==> src/rtl/uart_link_fifo.sv <==
// Full-duplex UART link: TX FIFO + TX framer, mid-bit RX sampler with false-start,
// framing and overrun detection. Optional even parity via `define UART_LINK_PARITY_EN.
module uart_link_fifo #(
    parameter int DATA_W    = 8,
    parameter int OVS       = 16,
    parameter int TX_DEPTH  = 4,
    parameter int STOP_BITS = 1
) (
    input  logic                      clock,
    input  logic                      reset,
    input  logic                      io_pair_rx,
    output logic                      io_pair_tx,
    input  logic [DATA_W-1:0]         io_dataIn_bits,
    input  logic                      io_dataIn_valid,
    output logic                      io_dataIn_ready,
    output logic [DATA_W-1:0]         io_dataOut_bits,
    output logic                      io_dataOut_valid,
    input  logic                      io_dataOut_ready,
    output logic [$clog2(TX_DEPTH):0] tx_count,
    output logic                      tx_busy,
    output logic                      frame_err,
    output logic                      overrun,
    output logic                      parity_err
);

    localparam int PTR_W = $clog2(TX_DEPTH);
    localparam int CW    = PTR_W + 1;
    localparam int CNT_W = $clog2(OVS);

    localparam logic [CNT_W-1:0] CNT_MAX   = CNT_W'(OVS - 1);
    localparam logic [CNT_W-1:0] CNT_HALF  = CNT_W'(OVS / 2 - 1);
    localparam logic [CNT_W-1:0] CNT_ONE   = CNT_W'(1);
    localparam logic [CNT_W-1:0] CNT_ZERO  = {CNT_W{1'b0}};
    localparam logic [3:0]       DATA_LAST = 4'(DATA_W - 1);
    localparam logic [3:0]       STOP_LAST = 4'(STOP_BITS - 1);
    localparam logic [CW-1:0]    DEPTH_C   = CW'(TX_DEPTH);
    localparam logic [CW-1:0]    CW_ONE    = CW'(1);
    localparam logic [PTR_W-1:0] PTR_ONE   = PTR_W'(1);

`ifdef UART_LINK_PARITY_EN
    function automatic logic even_par(input logic [DATA_W-1:0] d);
        return ^d;
    endfunction
`endif

    typedef enum logic [2:0] {
        TX_IDLE   = 3'd0,
        TX_START  = 3'd1,
        TX_DATA   = 3'd2,
`ifdef UART_LINK_PARITY_EN
        TX_PARITY = 3'd3,
`endif
        TX_STOP   = 3'd4
    } tx_state_t;

    typedef enum logic [2:0] {
        RX_IDLE   = 3'd0,
        RX_START  = 3'd1,
        RX_DATA   = 3'd2,
`ifdef UART_LINK_PARITY_EN
        RX_PARITY = 3'd3,
`endif
        RX_STOP   = 3'd4,
        RX_WAIT   = 3'd5
    } rx_state_t;

    // ---------------- TX FIFO ----------------
    logic [DATA_W-1:0] fifo_mem_r [TX_DEPTH];
    logic [PTR_W-1:0]  wr_ptr_r, rd_ptr_r;
    logic [CW-1:0]     fifo_cnt_r, fifo_cnt_n_s;
    logic              in_ready_r;
    logic              push_s, pop_s;

    // TX FSM state
    tx_state_t         tx_state_r, tx_state_n_s;
    logic [CNT_W-1:0]  tx_cnt_r, tx_cnt_n_s;
    logic [3:0]        tx_bit_r, tx_bit_n_s;
    logic [DATA_W-1:0] tx_sh_r, tx_sh_n_s;
`ifdef UART_LINK_PARITY_EN
    logic              tx_par_r, tx_par_n_s;
`endif
    logic              tx_line_r, tx_line_n_s, tx_busy_r;

    assign push_s = io_dataIn_valid & in_ready_r;

    // Occupancy after this cycle's push/pop
    always_comb begin
        fifo_cnt_n_s = fifo_cnt_r;
        case ({push_s, pop_s})
            2'b10:   fifo_cnt_n_s = fifo_cnt_r + CW_ONE;
            2'b01:   fifo_cnt_n_s = fifo_cnt_r - CW_ONE;
            default: fifo_cnt_n_s = fifo_cnt_r;
        endcase
    end

    // FIFO storage, pointers, occupancy and registered ready
    always_ff @(posedge clock) begin
        if (reset) begin
            for (int i = 0; i < TX_DEPTH; i++) fifo_mem_r[i] <= {DATA_W{1'b0}};
            wr_ptr_r   <= {PTR_W{1'b0}};
            rd_ptr_r   <= {PTR_W{1'b0}};
            fifo_cnt_r <= {CW{1'b0}};
            in_ready_r <= 1'b1;
        end else begin
            if (push_s) begin
                fifo_mem_r[wr_ptr_r] <= io_dataIn_bits;
                wr_ptr_r             <= wr_ptr_r + PTR_ONE;
            end
            if (pop_s) rd_ptr_r <= rd_ptr_r + PTR_ONE;
            fifo_cnt_r <= fifo_cnt_n_s;
            in_ready_r <= (fifo_cnt_n_s < DEPTH_C);
        end
    end

    // A frame starts from IDLE or straight out of the final stop bit (no idle gap)
    always_comb begin
        if (fifo_cnt_r != {CW{1'b0}}) begin
            pop_s = (tx_state_r == TX_IDLE) ||
                    ((tx_state_r == TX_STOP) && (tx_cnt_r == CNT_ZERO) && (tx_bit_r == STOP_LAST));
        end else begin
            pop_s = 1'b0;
        end
    end

    // TX FSM state register
    always_ff @(posedge clock) begin
        if (reset) begin
            tx_state_r <= TX_IDLE;
            tx_cnt_r   <= CNT_ZERO;
            tx_bit_r   <= 4'd0;
            tx_sh_r    <= {DATA_W{1'b0}};
`ifdef UART_LINK_PARITY_EN
            tx_par_r   <= 1'b0;
`endif
        end else begin
            tx_state_r <= tx_state_n_s;
            tx_cnt_r   <= tx_cnt_n_s;
            tx_bit_r   <= tx_bit_n_s;
            tx_sh_r    <= tx_sh_n_s;
`ifdef UART_LINK_PARITY_EN
            tx_par_r   <= tx_par_n_s;
`endif
        end
    end

    // TX FSM next-state logic
    always_comb begin
        tx_state_n_s = tx_state_r;
        tx_cnt_n_s   = tx_cnt_r;
        tx_bit_n_s   = tx_bit_r;
        tx_sh_n_s    = tx_sh_r;
`ifdef UART_LINK_PARITY_EN
        tx_par_n_s   = tx_par_r;
`endif
        if (pop_s) begin
            tx_state_n_s = TX_START;
            tx_cnt_n_s   = CNT_MAX;
            tx_bit_n_s   = 4'd0;
            tx_sh_n_s    = fifo_mem_r[rd_ptr_r];
`ifdef UART_LINK_PARITY_EN
            tx_par_n_s   = even_par(fifo_mem_r[rd_ptr_r]);
`endif
        end else if (tx_state_r != TX_IDLE && tx_cnt_r != CNT_ZERO) begin
            tx_cnt_n_s = tx_cnt_r - CNT_ONE;
        end else begin
            tx_cnt_n_s = CNT_MAX;
            case (tx_state_r)
                TX_IDLE: tx_cnt_n_s = CNT_ZERO;
                TX_START: begin
                    tx_state_n_s = TX_DATA;
                    tx_bit_n_s   = 4'd0;
                end
                TX_DATA: begin
                    tx_sh_n_s = {1'b0, tx_sh_r[DATA_W-1:1]};
                    if (tx_bit_r == DATA_LAST) begin
`ifdef UART_LINK_PARITY_EN
                        tx_state_n_s = TX_PARITY;
`else
                        tx_state_n_s = TX_STOP;
`endif
                        tx_bit_n_s = 4'd0;
                    end else begin
                        tx_bit_n_s = tx_bit_r + 4'd1;
                    end
                end
`ifdef UART_LINK_PARITY_EN
                TX_PARITY: begin
                    tx_state_n_s = TX_STOP;
                    tx_bit_n_s   = 4'd0;
                end
`endif
                TX_STOP: begin
                    if (tx_bit_r == STOP_LAST) begin
                        tx_state_n_s = TX_IDLE;
                        tx_bit_n_s   = 4'd0;
                    end else begin
                        tx_bit_n_s = tx_bit_r + 4'd1;
                    end
                end
                default: begin
                    tx_state_n_s = TX_IDLE;
                    tx_bit_n_s   = 4'd0;
                end
            endcase
        end
    end

    // TX line level for the state being entered, so the pin is registered without lag
    always_comb begin
        case (tx_state_n_s)
            TX_IDLE:   tx_line_n_s = 1'b1;
            TX_START:  tx_line_n_s = 1'b0;
            TX_DATA:   tx_line_n_s = tx_sh_n_s[0];
`ifdef UART_LINK_PARITY_EN
            TX_PARITY: tx_line_n_s = tx_par_n_s;
`endif
            TX_STOP:   tx_line_n_s = 1'b1;
            default:   tx_line_n_s = 1'b1;
        endcase
    end

    // Registered TX pin and busy flag
    always_ff @(posedge clock) begin
        if (reset) begin
            tx_line_r <= 1'b1;
            tx_busy_r <= 1'b0;
        end else begin
            tx_line_r <= tx_line_n_s;
            tx_busy_r <= (tx_state_n_s != TX_IDLE);
        end
    end

    // ---------------- RX path ----------------
    logic              rx_meta_r, rx_sync_r;
    rx_state_t         rx_state_r, rx_state_n_s;
    logic [CNT_W-1:0]  rx_cnt_r, rx_cnt_n_s;
    logic [3:0]        rx_bit_r, rx_bit_n_s;
    logic [DATA_W-1:0] rx_sh_r, rx_sh_n_s;
`ifdef UART_LINK_PARITY_EN
    logic              rx_pbad_r, rx_pbad_n_s;
`endif
    logic              done_s, ferr_s, perr_s;
    logic [DATA_W-1:0] out_bits_r;
    logic              out_valid_r, ferr_r, ovr_r, perr_r;

    // Two-flop synchroniser for the asynchronous RX pin
    always_ff @(posedge clock) begin
        if (reset) begin
            rx_meta_r <= 1'b1;
            rx_sync_r <= 1'b1;
        end else begin
            rx_meta_r <= io_pair_rx;
            rx_sync_r <= rx_meta_r;
        end
    end

    // RX FSM state register
    always_ff @(posedge clock) begin
        if (reset) begin
            rx_state_r <= RX_IDLE;
            rx_cnt_r   <= CNT_ZERO;
            rx_bit_r   <= 4'd0;
            rx_sh_r    <= {DATA_W{1'b0}};
`ifdef UART_LINK_PARITY_EN
            rx_pbad_r  <= 1'b0;
`endif
        end else begin
            rx_state_r <= rx_state_n_s;
            rx_cnt_r   <= rx_cnt_n_s;
            rx_bit_r   <= rx_bit_n_s;
            rx_sh_r    <= rx_sh_n_s;
`ifdef UART_LINK_PARITY_EN
            rx_pbad_r  <= rx_pbad_n_s;
`endif
        end
    end

    // RX FSM next-state logic; counter hitting zero marks the mid-bit sample point
    always_comb begin
        rx_state_n_s = rx_state_r;
        rx_cnt_n_s   = rx_cnt_r;
        rx_bit_n_s   = rx_bit_r;
        rx_sh_n_s    = rx_sh_r;
`ifdef UART_LINK_PARITY_EN
        rx_pbad_n_s  = rx_pbad_r;
`endif
        case (rx_state_r)
            RX_IDLE: begin
                if (!rx_sync_r) begin
                    rx_state_n_s = RX_START;
                    rx_cnt_n_s   = CNT_HALF;
                end else begin
                    rx_cnt_n_s = CNT_ZERO;
                end
            end
            RX_WAIT: begin
                if (rx_sync_r) rx_state_n_s = RX_IDLE;
                else           rx_state_n_s = RX_WAIT;
            end
            default: begin
                if (rx_cnt_r != CNT_ZERO) begin
                    rx_cnt_n_s = rx_cnt_r - CNT_ONE;
                end else begin
                    rx_cnt_n_s = CNT_MAX;
                    case (rx_state_r)
                        RX_START: begin
                            if (rx_sync_r) rx_state_n_s = RX_IDLE;
                            else           rx_state_n_s = RX_DATA;
                            rx_bit_n_s = 4'd0;
                        end
                        RX_DATA: begin
                            rx_sh_n_s = {rx_sync_r, rx_sh_r[DATA_W-1:1]};
                            if (rx_bit_r == DATA_LAST) begin
`ifdef UART_LINK_PARITY_EN
                                rx_state_n_s = RX_PARITY;
                                rx_pbad_n_s  = 1'b0;
`else
                                rx_state_n_s = RX_STOP;
`endif
                                rx_bit_n_s = 4'd0;
                            end else begin
                                rx_bit_n_s = rx_bit_r + 4'd1;
                            end
                        end
`ifdef UART_LINK_PARITY_EN
                        RX_PARITY: begin
                            rx_pbad_n_s  = perr_s;
                            rx_state_n_s = RX_STOP;
                        end
`endif
                        RX_STOP: begin
                            if (rx_sync_r) rx_state_n_s = RX_IDLE;
                            else           rx_state_n_s = RX_WAIT;
                        end
                        default: rx_state_n_s = RX_IDLE;
                    endcase
                end
            end
        endcase
    end

    // RX FSM outputs: byte completion and error strobes
    always_comb begin
        done_s = 1'b0;
        ferr_s = 1'b0;
        perr_s = 1'b0;
        if (rx_cnt_r == CNT_ZERO && rx_state_r == RX_STOP) begin
`ifdef UART_LINK_PARITY_EN
            done_s = rx_sync_r & ~rx_pbad_r;
`else
            done_s = rx_sync_r;
`endif
            ferr_s = ~rx_sync_r;
`ifdef UART_LINK_PARITY_EN
        end else if (rx_cnt_r == CNT_ZERO && rx_state_r == RX_PARITY) begin
            perr_s = (rx_sync_r != even_par(rx_sh_r));
`endif
        end else begin
            done_s = 1'b0;
        end
    end

    // Received-byte holding register, valid handshake and error pulses
    always_ff @(posedge clock) begin
        if (reset) begin
            out_bits_r  <= {DATA_W{1'b0}};
            out_valid_r <= 1'b0;
            ferr_r      <= 1'b0;
            ovr_r       <= 1'b0;
            perr_r      <= 1'b0;
        end else begin
            ferr_r <= ferr_s;
            perr_r <= perr_s;
            if (done_s) begin
                out_bits_r  <= rx_sh_r;
                out_valid_r <= 1'b1;
                ovr_r       <= out_valid_r & ~io_dataOut_ready;
            end else begin
                ovr_r <= 1'b0;
                if (out_valid_r && io_dataOut_ready) out_valid_r <= 1'b0;
                else                                 out_valid_r <= out_valid_r;
            end
        end
    end

    assign io_pair_tx       = tx_line_r;
    assign io_dataIn_ready  = in_ready_r;
    assign io_dataOut_bits  = out_bits_r;
    assign io_dataOut_valid = out_valid_r;
    assign tx_count         = fifo_cnt_r;
    assign tx_busy          = tx_busy_r;
    assign frame_err        = ferr_r;
    assign overrun          = ovr_r;
    assign parity_err       = perr_r;

endmodule
==> config.mk <==
export PLATFORM = sky130hd
export DESIGN_NAME = uart_link_fifo
export DESIGN_NICKNAME = d
export VERILOG_FILES = /design/src/rtl/uart_link_fifo.sv
export SDC_FILE = /design/constraint.sdc
export NUM_CORES = 1
export LEC_CHECK = 0
export CORE_MARGIN = 10
export CORE_UTILIZATION = 41
export DETAILED_ROUTE_END_ITERATION = 10
export SYNTH_ARGS = -nofsm -noshare
export SYNTH_HDL_FRONTEND = slang
export SYNTH_SLANG_ARGS = --single-unit
==> constraint.sdc <==
create_clock -name clock -period 7.15 [get_ports clock]
set_input_delay 2.145 -clock clock [delete_from_list [all_inputs] [get_ports clock]]
set_output_delay 2.145 -clock clock [all_outputs]
set_load 0.03 [all_outputs]
==> results.sh, run 1 <==
export IMPL_status="complete, no violations"
export IMPL_combinationalPowerShare_pct=31.2
export IMPL_gp_congestion=0.784
export IMPL_row_count=37
export IMPL_crit_required_ns=7.22
export IMPL_seqCellArea_sq_um=2220
export IMPL_avgViaCountPerCell=5.30
export IMPL_syn2layout_area_growth_pct=12.8
export IMPL_syn_nets=446
export IMPL_grt_use_total_pct=12.1
export IMPL_synth_ff_latch_count=95
export IMPL_fin_crit_sh_pct=54.0
export IMPL_fin_ws_ns=3.29
export IMPL_cpLargestDelayFamily="simple AND/OR/NAND/NOR gates"
export IMPL_r2r_setup_slack_ns=3.88
export IMPL_synth_common_cells="63 x dfxtp_1, 48 x nor2_1, 37 x nand2_1"
export IMPL_skew_ns=0.0138
export IMPL_finalWirelength_mm=8.61
export IMPL_ys_flop_type="dfxtp_1"
export IMPL_multi_input_area_sq_um=1900
export IMPL_relSlewSlack_pct=24.7
export IMPL_cts_buffers=9
export IMPL_overflow=0
export IMPL_placed_cell_area_sq_um=4660
export IMPL_grt_pass1_vias=2884
export IMPL_fmax_mhz=259
export IMPL_setup_viol_count_final=0
export IMPL_first_iter_violations=186
export IMPL_yosysWarnings=0
export IMPL_drt_pass1_iterations=4
export IMPL_synth_edf_count=32
export IMPL_ys_top_cells_by_area="dfxtp_1 29%, edfxtp_1 22%, mux4_2 4.2%, nor2_1 4.2%, a21oi_1 3.2%"
export IMPL_swShare_pct=35.8
export IMPL_post_place_ws_ns=2.89
export IMPL_grt_setup_unrepaired="no"
export IMPL_n_antenna_cell=0
export IMPL_insertion_delay_ns=0.37
export IMPL_yosysSeqAreaShare_pct=51.5
export IMPL_crit_path_max_fanout=9
export IMPL_layout_nets=463
export IMPL_synth_top_area_share_pct=29.2
export IMPL_clk_pin_slew_worst_paths_ns=0.09
export IMPL_vdd_drop_max_uv=154
export IMPL_vias=3089
export IMPL_fin_tns_setup_ns=0
export IMPL_io_pins=31
export IMPL_start_kind="input pin"
export IMPL_final_area_sq_um=4860
export IMPL_antenna_left=0
export IMPL_dpl_hpwl_mm=6.05
export IMPL_ys_types=62
export IMPL_hold_viol=0
export IMPL_crit_slowest_cell="nor4_1"
export IMPL_path_class="input pin to flop"
export IMPL_core_area_sq_um=10300
export IMPL_cts_sinks=95
export IMPL_slew_violations=0
export IMPL_cts_resized_gates=0
export IMPL_antenna_found_initial=0
export IMPL_route_detailed_drc=0
export IMPL_synth_most_common_cell="dfxtp_1"
export IMPL_start_util_pct=42.0
export IMPL_cp_slowest_stage_delay_ns=0.80
export IMPL_clockRootBuffer="clkbuf_8"
export IMPL_pwr_share_clk_pct=23.2
export IMPL_hp_class="flop to flop"
export IMPL_async_flop_share_pct=0
export IMPL_drive_above_1_share_pct=10.1
export IMPL_pwr_share_seq_pct=45.6
export IMPL_path_cells="clkdlybuf4s50_1 -> nand2_1 -> nor4_1 -> or2_2"
export IMPL_yosysTopAreaCell="dfxtp_1"
export IMPL_p_leak_nw=1.82
export IMPL_max_cap_viol_count=0
export IMPL_cts_max_level=3
export IMPL_internal_power_mw=1.02
export IMPL_arrival_ns=3.93
export IMPL_fp_dieArea_sq_um=15000
export IMPL_clock_path_buffers=2
export IMPL_endpoint_kind="flop"
export IMPL_powerDensity_nw_per_um2=327
export IMPL_postSynthCellCount=425
export IMPL_avgSynthCellArea_sq_um=10.2
export IMPL_min_period_ns=3.86
export IMPL_port_buffers=29
export IMPL_die_h_um=123
export IMPL_grt_pass1_wl_mm=14.6
export IMPL_cts_tree="done"
export IMPL_p_sw_mw=0.570
export IMPL_worst_slew_pin_slew_ns=1.12
export IMPL_fill_cells=972
export IMPL_crit_buf_inv=1
export IMPL_synth_area_sq_um=4310
export IMPL_wl_per_cell_um=14.8
export IMPL_die_w_um=123
export IMPL_post_cts_setup_buffers=0
export IMPL_grt_max_degree=65
export IMPL_hold_buffers=0
==> cell families (layout without fill, tap and decap cells) <==
family | Yosys count | after routing | share of synthesized area [%]
AO/OA/AOI/OAI | 73 | 73 | 11.0
XOR/XNOR | 7 | 7 | 1.42
adder cells (fa/ha/maj) | 8 | 8 | 2.49
buffers and inverters | 44 | 66 | 4.55
flip-flops | 95 | 95 | 51.5
multiplexers | 21 | 21 | 7.19
other | 1 | 1 | 0.0869
AND/OR/NAND/NOR | 176 | 176 | 21.8
==> per-stage QoR <==
stage	util, %	hold slack (ns)	instances	power (mW)
6_report	47.3	0.416	583	1.59
5_1_grt	47.3	0.460	583	1.70
4_1_cts	47.3	0.417	583	1.60
3_5_place_dp	45.3	0.393	567	1.23
3_3_place_gp	45.3	0.395	567	1.23
2_1_floorplan	-	0.389	425	1.11
==> power groups by stage <==
stage	clock, mW	combinational (mW)	sequential [mW]
floorplan	0	0.394	0.718
global placement	0	0.488	0.737
detailed placement	0	0.496	0.738
CTS	0.378	0.499	0.726
global route	0.401	0.564	0.739
finish	0.368	0.497	0.725
==> cell type report <==
cell class                 count  share of cell area [%]
sequential                    95                    45.7
multi-input combinational    286                    39.0
timing repair buffer          31                    6.17
tap                          136                    3.50
clock buffer                   9                    2.55
clock inverter                 7                    1.67
inverter                      19                    1.47
==> state kept, by name, indices dropped and copies added, names as in the netlist, named ones only <==
signal,count
tx_busy,1
wr_ptr_r,2
io_dataOut_bits,8
io_dataIn_ready,1
io_pair_tx,1
io_dataOut_valid,1
rx_bit_r,4
tx_count,2
rx_cnt_r,4
tx_bit_r,4
overrun,1
rd_ptr_r,2
frame_err,1
rx_meta_r,1
rx_sync_r,1
tx_state_r,3
fifo_mem_r,32
tx_sh_r,8
rx_sh_r,8
tx_cnt_r,4
rx_state_r,3
==> worst paths after layout <==
| check | startpoint | end | depth (start not counted) |
|---|---|---|---|
| max | io_dataIn_valid | fifo_mem_r[0][4]$_SDFFCE_PN0P_ | 4 |
| min | rx_meta_r$_SDFF_PP1_ | rx_sync_r$_SDFF_PP1_ | 1 |
| max reg2reg | tx_cnt_r[0]$_SDFF_PP0_ | io_dataIn_ready$_SDFF_PP1_ | 12 |
| min reg2reg | rx_meta_r$_SDFF_PP1_ | rx_sync_r$_SDFF_PP1_ | 1 |
==> cells in the final DEF (no fill, tap or decap), drive strengths merged, types with 2 or more instances in the layout <==
| cell | Yosys | final |
|---|---|---|
| edfxtp | 32 | 32 |
| dfxtp | 63 | 63 |
| and2 | 9 | 9 |
| or3b | 3 | 3 |
| a21oi | 28 | 28 |
| xor2 | 3 | 3 |
| and3b | 3 | 3 |
| nand4 | 2 | 2 |
| a311oi | 7 | 7 |
| a211oi | 4 | 4 |
| o22ai | 2 | 2 |
| mux4 | 8 | 8 |
| nand2b | 7 | 7 |
| buf | 14 | 3 |
| nand2 | 38 | 38 |
| o21ai | 13 | 13 |
| nor3 | 20 | 20 |
| ha | 7 | 7 |
| xnor2 | 4 | 4 |
| nor3b | 8 | 8 |
| clkbuf | 11 | 9 |
| clkdlybuf4s50 | 0 | 28 |
| a32oi | 3 | 3 |
| clkinv | 0 | 4 |
| nor4 | 2 | 2 |
| nand3 | 22 | 22 |
| or2 | 5 | 5 |
| inv | 19 | 21 |
| o211ai | 2 | 2 |
| nor2 | 48 | 48 |
| mux2i | 13 | 13 |
| or3 | 4 | 4 |
==> metal layers <==
metal  GRT usage [%]  part of all wire [%]  vias to the layer above
met5               0                     0                        -
met4            5.30                   1.4                        0
met3            3.35                   5.3                        9
met2            17.7                    44                       62
met1            16.5                    49                     1470
li1                -                     -                     1548
(Power assumes the default switching activity.)
==> run 2, diff against run 1 <==
Clock period 7.15 ns to 4 ns, I/O delays scaled along.
==> run 2 against run 1 <==
  * Global-route usage decreased by 0.13 points
  * Final cell count increased by 0.86%
  * Sequential cell count unchanged
  * Worst hold slack got worse by 0.0026 ns
  * Design area about the same
  * Utilization about the same
  * Sequential share of layout area about the same
  * Power increased by 73%
  * Routed wire length decreased by 1.0%
==> results.sh, run 2 (synthesis gave the netlist of run 1 again) <==
export IMPL_top_register="fifo_mem_r"
export IMPL_dpl_hpwl_mm=6.09
export IMPL_relSlewSlack_pct=52.0
export IMPL_path_class="flop to flop"
export IMPL_fmax_mhz=306
export IMPL_hold_viol=0
export IMPL_layout_commonest_cell="dfxtp_1"
export IMPL_max_cap_viol_count=0
export IMPL_insertion_delay_ns=0.36
export IMPL_fin_hold_ws_ns=0.413
export IMPL_skew_ns=0.00857
export IMPL_arrival_ns=3.51
export IMPL_core_area_sq_um=10300
export IMPL_crit_path_max_fanout=16
export IMPL_overflow=0
export IMPL_powerDensity_nw_per_um2=565
export IMPL_fin_crit_sh_pct=81.7
export IMPL_grt_use_total_pct=12.0
export IMPL_hp_class="flop to flop"
export IMPL_clock_path_buffers=2
export IMPL_die_h_um=123
export IMPL_largest_reg_flops=32
export IMPL_grt_setup_unrepaired="no"
export IMPL_row_count=37
export IMPL_avgViaCountPerCell=5.29
export IMPL_syn2layout_area_growth_pct=12.7
export IMPL_grt_pass1_wl_mm=14.7
export IMPL_gp_congestion=0.769
export IMPL_slew_violations=0
export IMPL_worst_slew_pin_slew_ns=0.718
export IMPL_cpLargestDelayFamily="adder cells"
export IMPL_finalWirelength_mm=8.52
export IMPL_start_util_pct=42.0
export IMPL_fp_dieArea_sq_um=15000
export IMPL_crit_slowest_cell="dfxtp_1"
export IMPL_clockRootBuffer="clkbuf_8"
export IMPL_min_period_ns=3.27
export IMPL_crit_required_ns=4.24
export IMPL_n_antenna_cell=0
export IMPL_cts_sinks=95
export IMPL_start_kind="flop"
export IMPL_path_cells="inv_1 -> ha_1 -> nor3b_4 -> buf_4 -> a21bo_2 -> nand2_1 -> inv_1 -> ha_1 -> fa_1 -> xnor2_1 -> nor2_1 -> xnor2_1 -> or2_2"
export IMPL_endpoint_kind="flop"
export IMPL_cts_buffers=9
export IMPL_setup_viol_count_final=0
export IMPL_antenna_found_initial=0
export IMPL_clk_pin_slew_worst_paths_ns=0.09
export IMPL_wl_per_cell_um=14.5
export IMPL_final_area_sq_um=4860
export IMPL_p_leak_nw=1.82
export IMPL_route_detailed_drc=0
export IMPL_cts_tree="done"
export IMPL_fin_tns_setup_ns=0
export IMPL_drt_pass1_iterations=4
export IMPL_antenna_left=0
export IMPL_placed_cell_area_sq_um=4700
export IMPL_final_cell_mix="63 x dfxtp_1, 48 x nor2_1, 37 x nand2_1"
export IMPL_vdd_drop_max_uv=218
export IMPL_die_w_um=123
export IMPL_grt_pass1_vias=2979
export IMPL_hold_buffers=0
export IMPL_layout_nets=468
export IMPL_io_pins=31
export IMPL_port_buffers=29
export IMPL_fin_util_pct=47.3
export IMPL_status="complete, no violations"
export IMPL_crit_buf_inv=3
export IMPL_post_cts_setup_buffers=0
export IMPL_drive_above_1_share_pct=10.8
export IMPL_cts_max_level=3
export IMPL_cts_resized_gates=0
export IMPL_vias=3109
export IMPL_first_iter_violations=198
export IMPL_cp_slowest_stage_delay_ns=0.38
export IMPL_grt_max_degree=39
==> run 2: stage by stage <==
stage,power (mW),instances,worst slack (ns)
CTS,2.78,588,0.718
global placement,2.20,572,0.782
floorplan,1.99,425,1.34
detailed placement,2.22,572,0.757
finish,2.75,588,0.731
global route,2.96,588,0.438
==> run 2: layout make-up <==
class | instances | area [sq um]
repair buffers | 36 | 338
clock inverters | 7 | 40.0
fillers | 1004 | 5420
clock buffers | 9 | 124
inverters | 19 | 71.3
well taps | 136 | 170
multi-input cells | 286 | 1900
flip-flops and latches | 95 | 2220
==> run 2: worst paths after layout <==
kind | startpoint | to | slack, ns | cells past startpoint
setup / recovery | tx_cnt_r[0]$_SDFF_PP0_ | io_dataIn_ready$_SDFF_PP1_ | 0.73 | 13
hold / removal | rx_meta_r$_SDFF_PP1_ | rx_sync_r$_SDFF_PP1_ | 0.41 | 1
setup reg to reg | tx_cnt_r[0]$_SDFF_PP0_ | io_dataIn_ready$_SDFF_PP1_ | 0.73 | 13
hold reg to reg | rx_meta_r$_SDFF_PP1_ | rx_sync_r$_SDFF_PP1_ | 0.41 | 1
==> run 2: layer usage <==
metal  GRT usage, %  part of all wire [%]
met1           16.1                    48
met2           18.4                    46
met3           3.12                   4.4
met4           4.05                   1.2
met5              0                     0
==> run 2: where the power goes <==
part	total, mW	switching, mW	internal, mW
logic	0.907	0.516	0.391
clock network	0.552	0.330	0.222
registers	1.29	0.139	1.15
total	2.75	0.986	1.76
==> run 3, diff against run 2 <==
Clock period 4 ns to 2.95 ns, I/O delays scaled along.
==> run 3 against run 2 <==
  * Non-clock buffer count grew 5
  * Combinational power up 44%
  * Clock power rose by 49%
  * Die area did not move
  * Largest power group unchanged
==> results.sh, run 3 (synthesis gave the netlist of run 1 again) <==
export IMPL_status="complete, no violations"
export IMPL_largest_reg_flops=32
export IMPL_fp_dieArea_sq_um=15000
export IMPL_gp_congestion=0.817
export IMPL_dpl_hpwl_mm=5.98
export IMPL_layout_commonest_cell="dfxtp_1"
export IMPL_cts_sinks=95
export IMPL_n_antenna_cell=0
export IMPL_vdd_drop_max_uv=326
export IMPL_die_w_um=123
export IMPL_fin_hold_ws_ns=0.416
export IMPL_overflow=0
export IMPL_finalWirelength_mm=8.68
export IMPL_core_area_sq_um=10300
export IMPL_port_buffers=29
export IMPL_worst_slew_pin_slew_ns=0.743
export IMPL_clock_path_buffers=2
export IMPL_first_iter_violations=159
export IMPL_clockRootBuffer="clkbuf_8"
export IMPL_cts_resized_gates=0
export IMPL_wl_per_cell_um=14.6
export IMPL_row_count=37
export IMPL_power_mw=3.88
export IMPL_grt_use_total_pct=12.1
export IMPL_fin_crit_sh_pct=87.2
export IMPL_powerDensity_nw_per_um2=787
export IMPL_route_detailed_drc=0
export IMPL_hold_buffers=0
export IMPL_crit_required_ns=3.21
export IMPL_die_h_um=123
export IMPL_setup_viol_count_final=0
export IMPL_placed_cell_area_sq_um=4730
export IMPL_syn2layout_area_growth_pct=14.1
export IMPL_path_class="flop to flop"
export IMPL_insertion_delay_ns=0.37
export IMPL_io_pins=31
export IMPL_cts_buffers=9
export IMPL_grt_pass1_vias=3000
export IMPL_grt_max_degree=51
export IMPL_endpoint_kind="flop"
export IMPL_hp_class="flop to flop"
export IMPL_p_leak_nw=1.86
export IMPL_antenna_left=0
export IMPL_slew_violations=0
export IMPL_cts_max_level=3
export IMPL_avgViaCountPerCell=5.29
export IMPL_start_kind="flop"
export IMPL_skew_ns=0.00979
export IMPL_min_period_ns=2.57
export IMPL_fin_tns_setup_ns=0
export IMPL_grt_setup_unrepaired="no"
export IMPL_layout_nets=473
export IMPL_start_util_pct=42.0
export IMPL_fmax_mhz=389
export IMPL_relSlewSlack_pct=50.3
export IMPL_grt_pass1_wl_mm=14.6
export IMPL_crit_path_max_fanout=4
export IMPL_final_area_sq_um=4920
export IMPL_vias=3137
export IMPL_hold_viol=0
export IMPL_drt_pass1_iterations=4
export IMPL_top_register="fifo_mem_r"
export IMPL_clk_pin_slew_worst_paths_ns=0.10
export IMPL_arrival_ns=2.83
export IMPL_final_cell_mix="63 x dfxtp_1, 48 x nor2_1, 37 x nand2_1"
export IMPL_post_cts_setup_buffers=0
export IMPL_drive_above_1_share_pct=11.8
export IMPL_cts_tree="done"
export IMPL_max_cap_viol_count=0
export IMPL_antenna_found_initial=0
[run 3: critical path, cell delays in order (launching register included)]
cell     delay [ns]
dfxtp_1        0.38
inv_1          0.08
ha_1           0.22
nor3b_4        0.16
a21bo_2        0.23
nand2_1        0.07
inv_1          0.07
ha_1           0.22
fa_1           0.38
xnor2_1        0.16
nor2_1         0.07
xnor2_1        0.13
or2_2          0.27
[run 3: per-stage QoR]
stage | util [%] | std cells | worst slack (ns)
after floorplan | - | 425 | 0.461
after global placement | 46.1 | 577 | 0.146
after detailed placement | 46.1 | 577 | 0.106
after CTS | 47.9 | 593 | 0.371
after global routing | 47.9 | 593 | 0.152
final | 47.9 | 593 | 0.378
[run 3: path summary, 6_finish.rpt]
path	from	to	slack, ns	depth (start not counted)
max	tx_cnt_r[0]$_SDFF_PP0_	io_dataIn_ready$_SDFF_PP1_	0.38	12
min	rx_meta_r$_SDFF_PP1_	rx_sync_r$_SDFF_PP1_	0.42	1
max reg2reg	tx_cnt_r[0]$_SDFF_PP0_	io_dataIn_ready$_SDFF_PP1_	0.38	12
min reg2reg	rx_meta_r$_SDFF_PP1_	rx_sync_r$_SDFF_PP1_	0.42	1
[run 3: cell type report]
class | instances | area (sq um)
fillers | 982 | 5360
flip-flops and latches | 95 | 2220
multi-input cells | 286 | 1900
clock inverters | 7 | 63.8
well taps | 136 | 170
clock buffers | 9 | 124
inverters | 19 | 71.3
repair buffers | 41 | 375
[run 3: metal layers]
layer | vias up | part of all wire, % | global-route usage, %
li1 | 1571 | - | -
met3 | 10 | 3.9 | 2.57
met1 | 1517 | 49 | 15.6
met4 | 0 | 1.1 | 4.93
met2 | 39 | 46 | 19.2
met5 | - | 0 | 0
[run 3: power breakdown]
group          switching, mW  total (mW)  internal (mW)
clock network          0.498       0.824          0.326
registers              0.181        1.74           1.56
logic                  0.739        1.31          0.574
total                   1.42        3.88           2.46
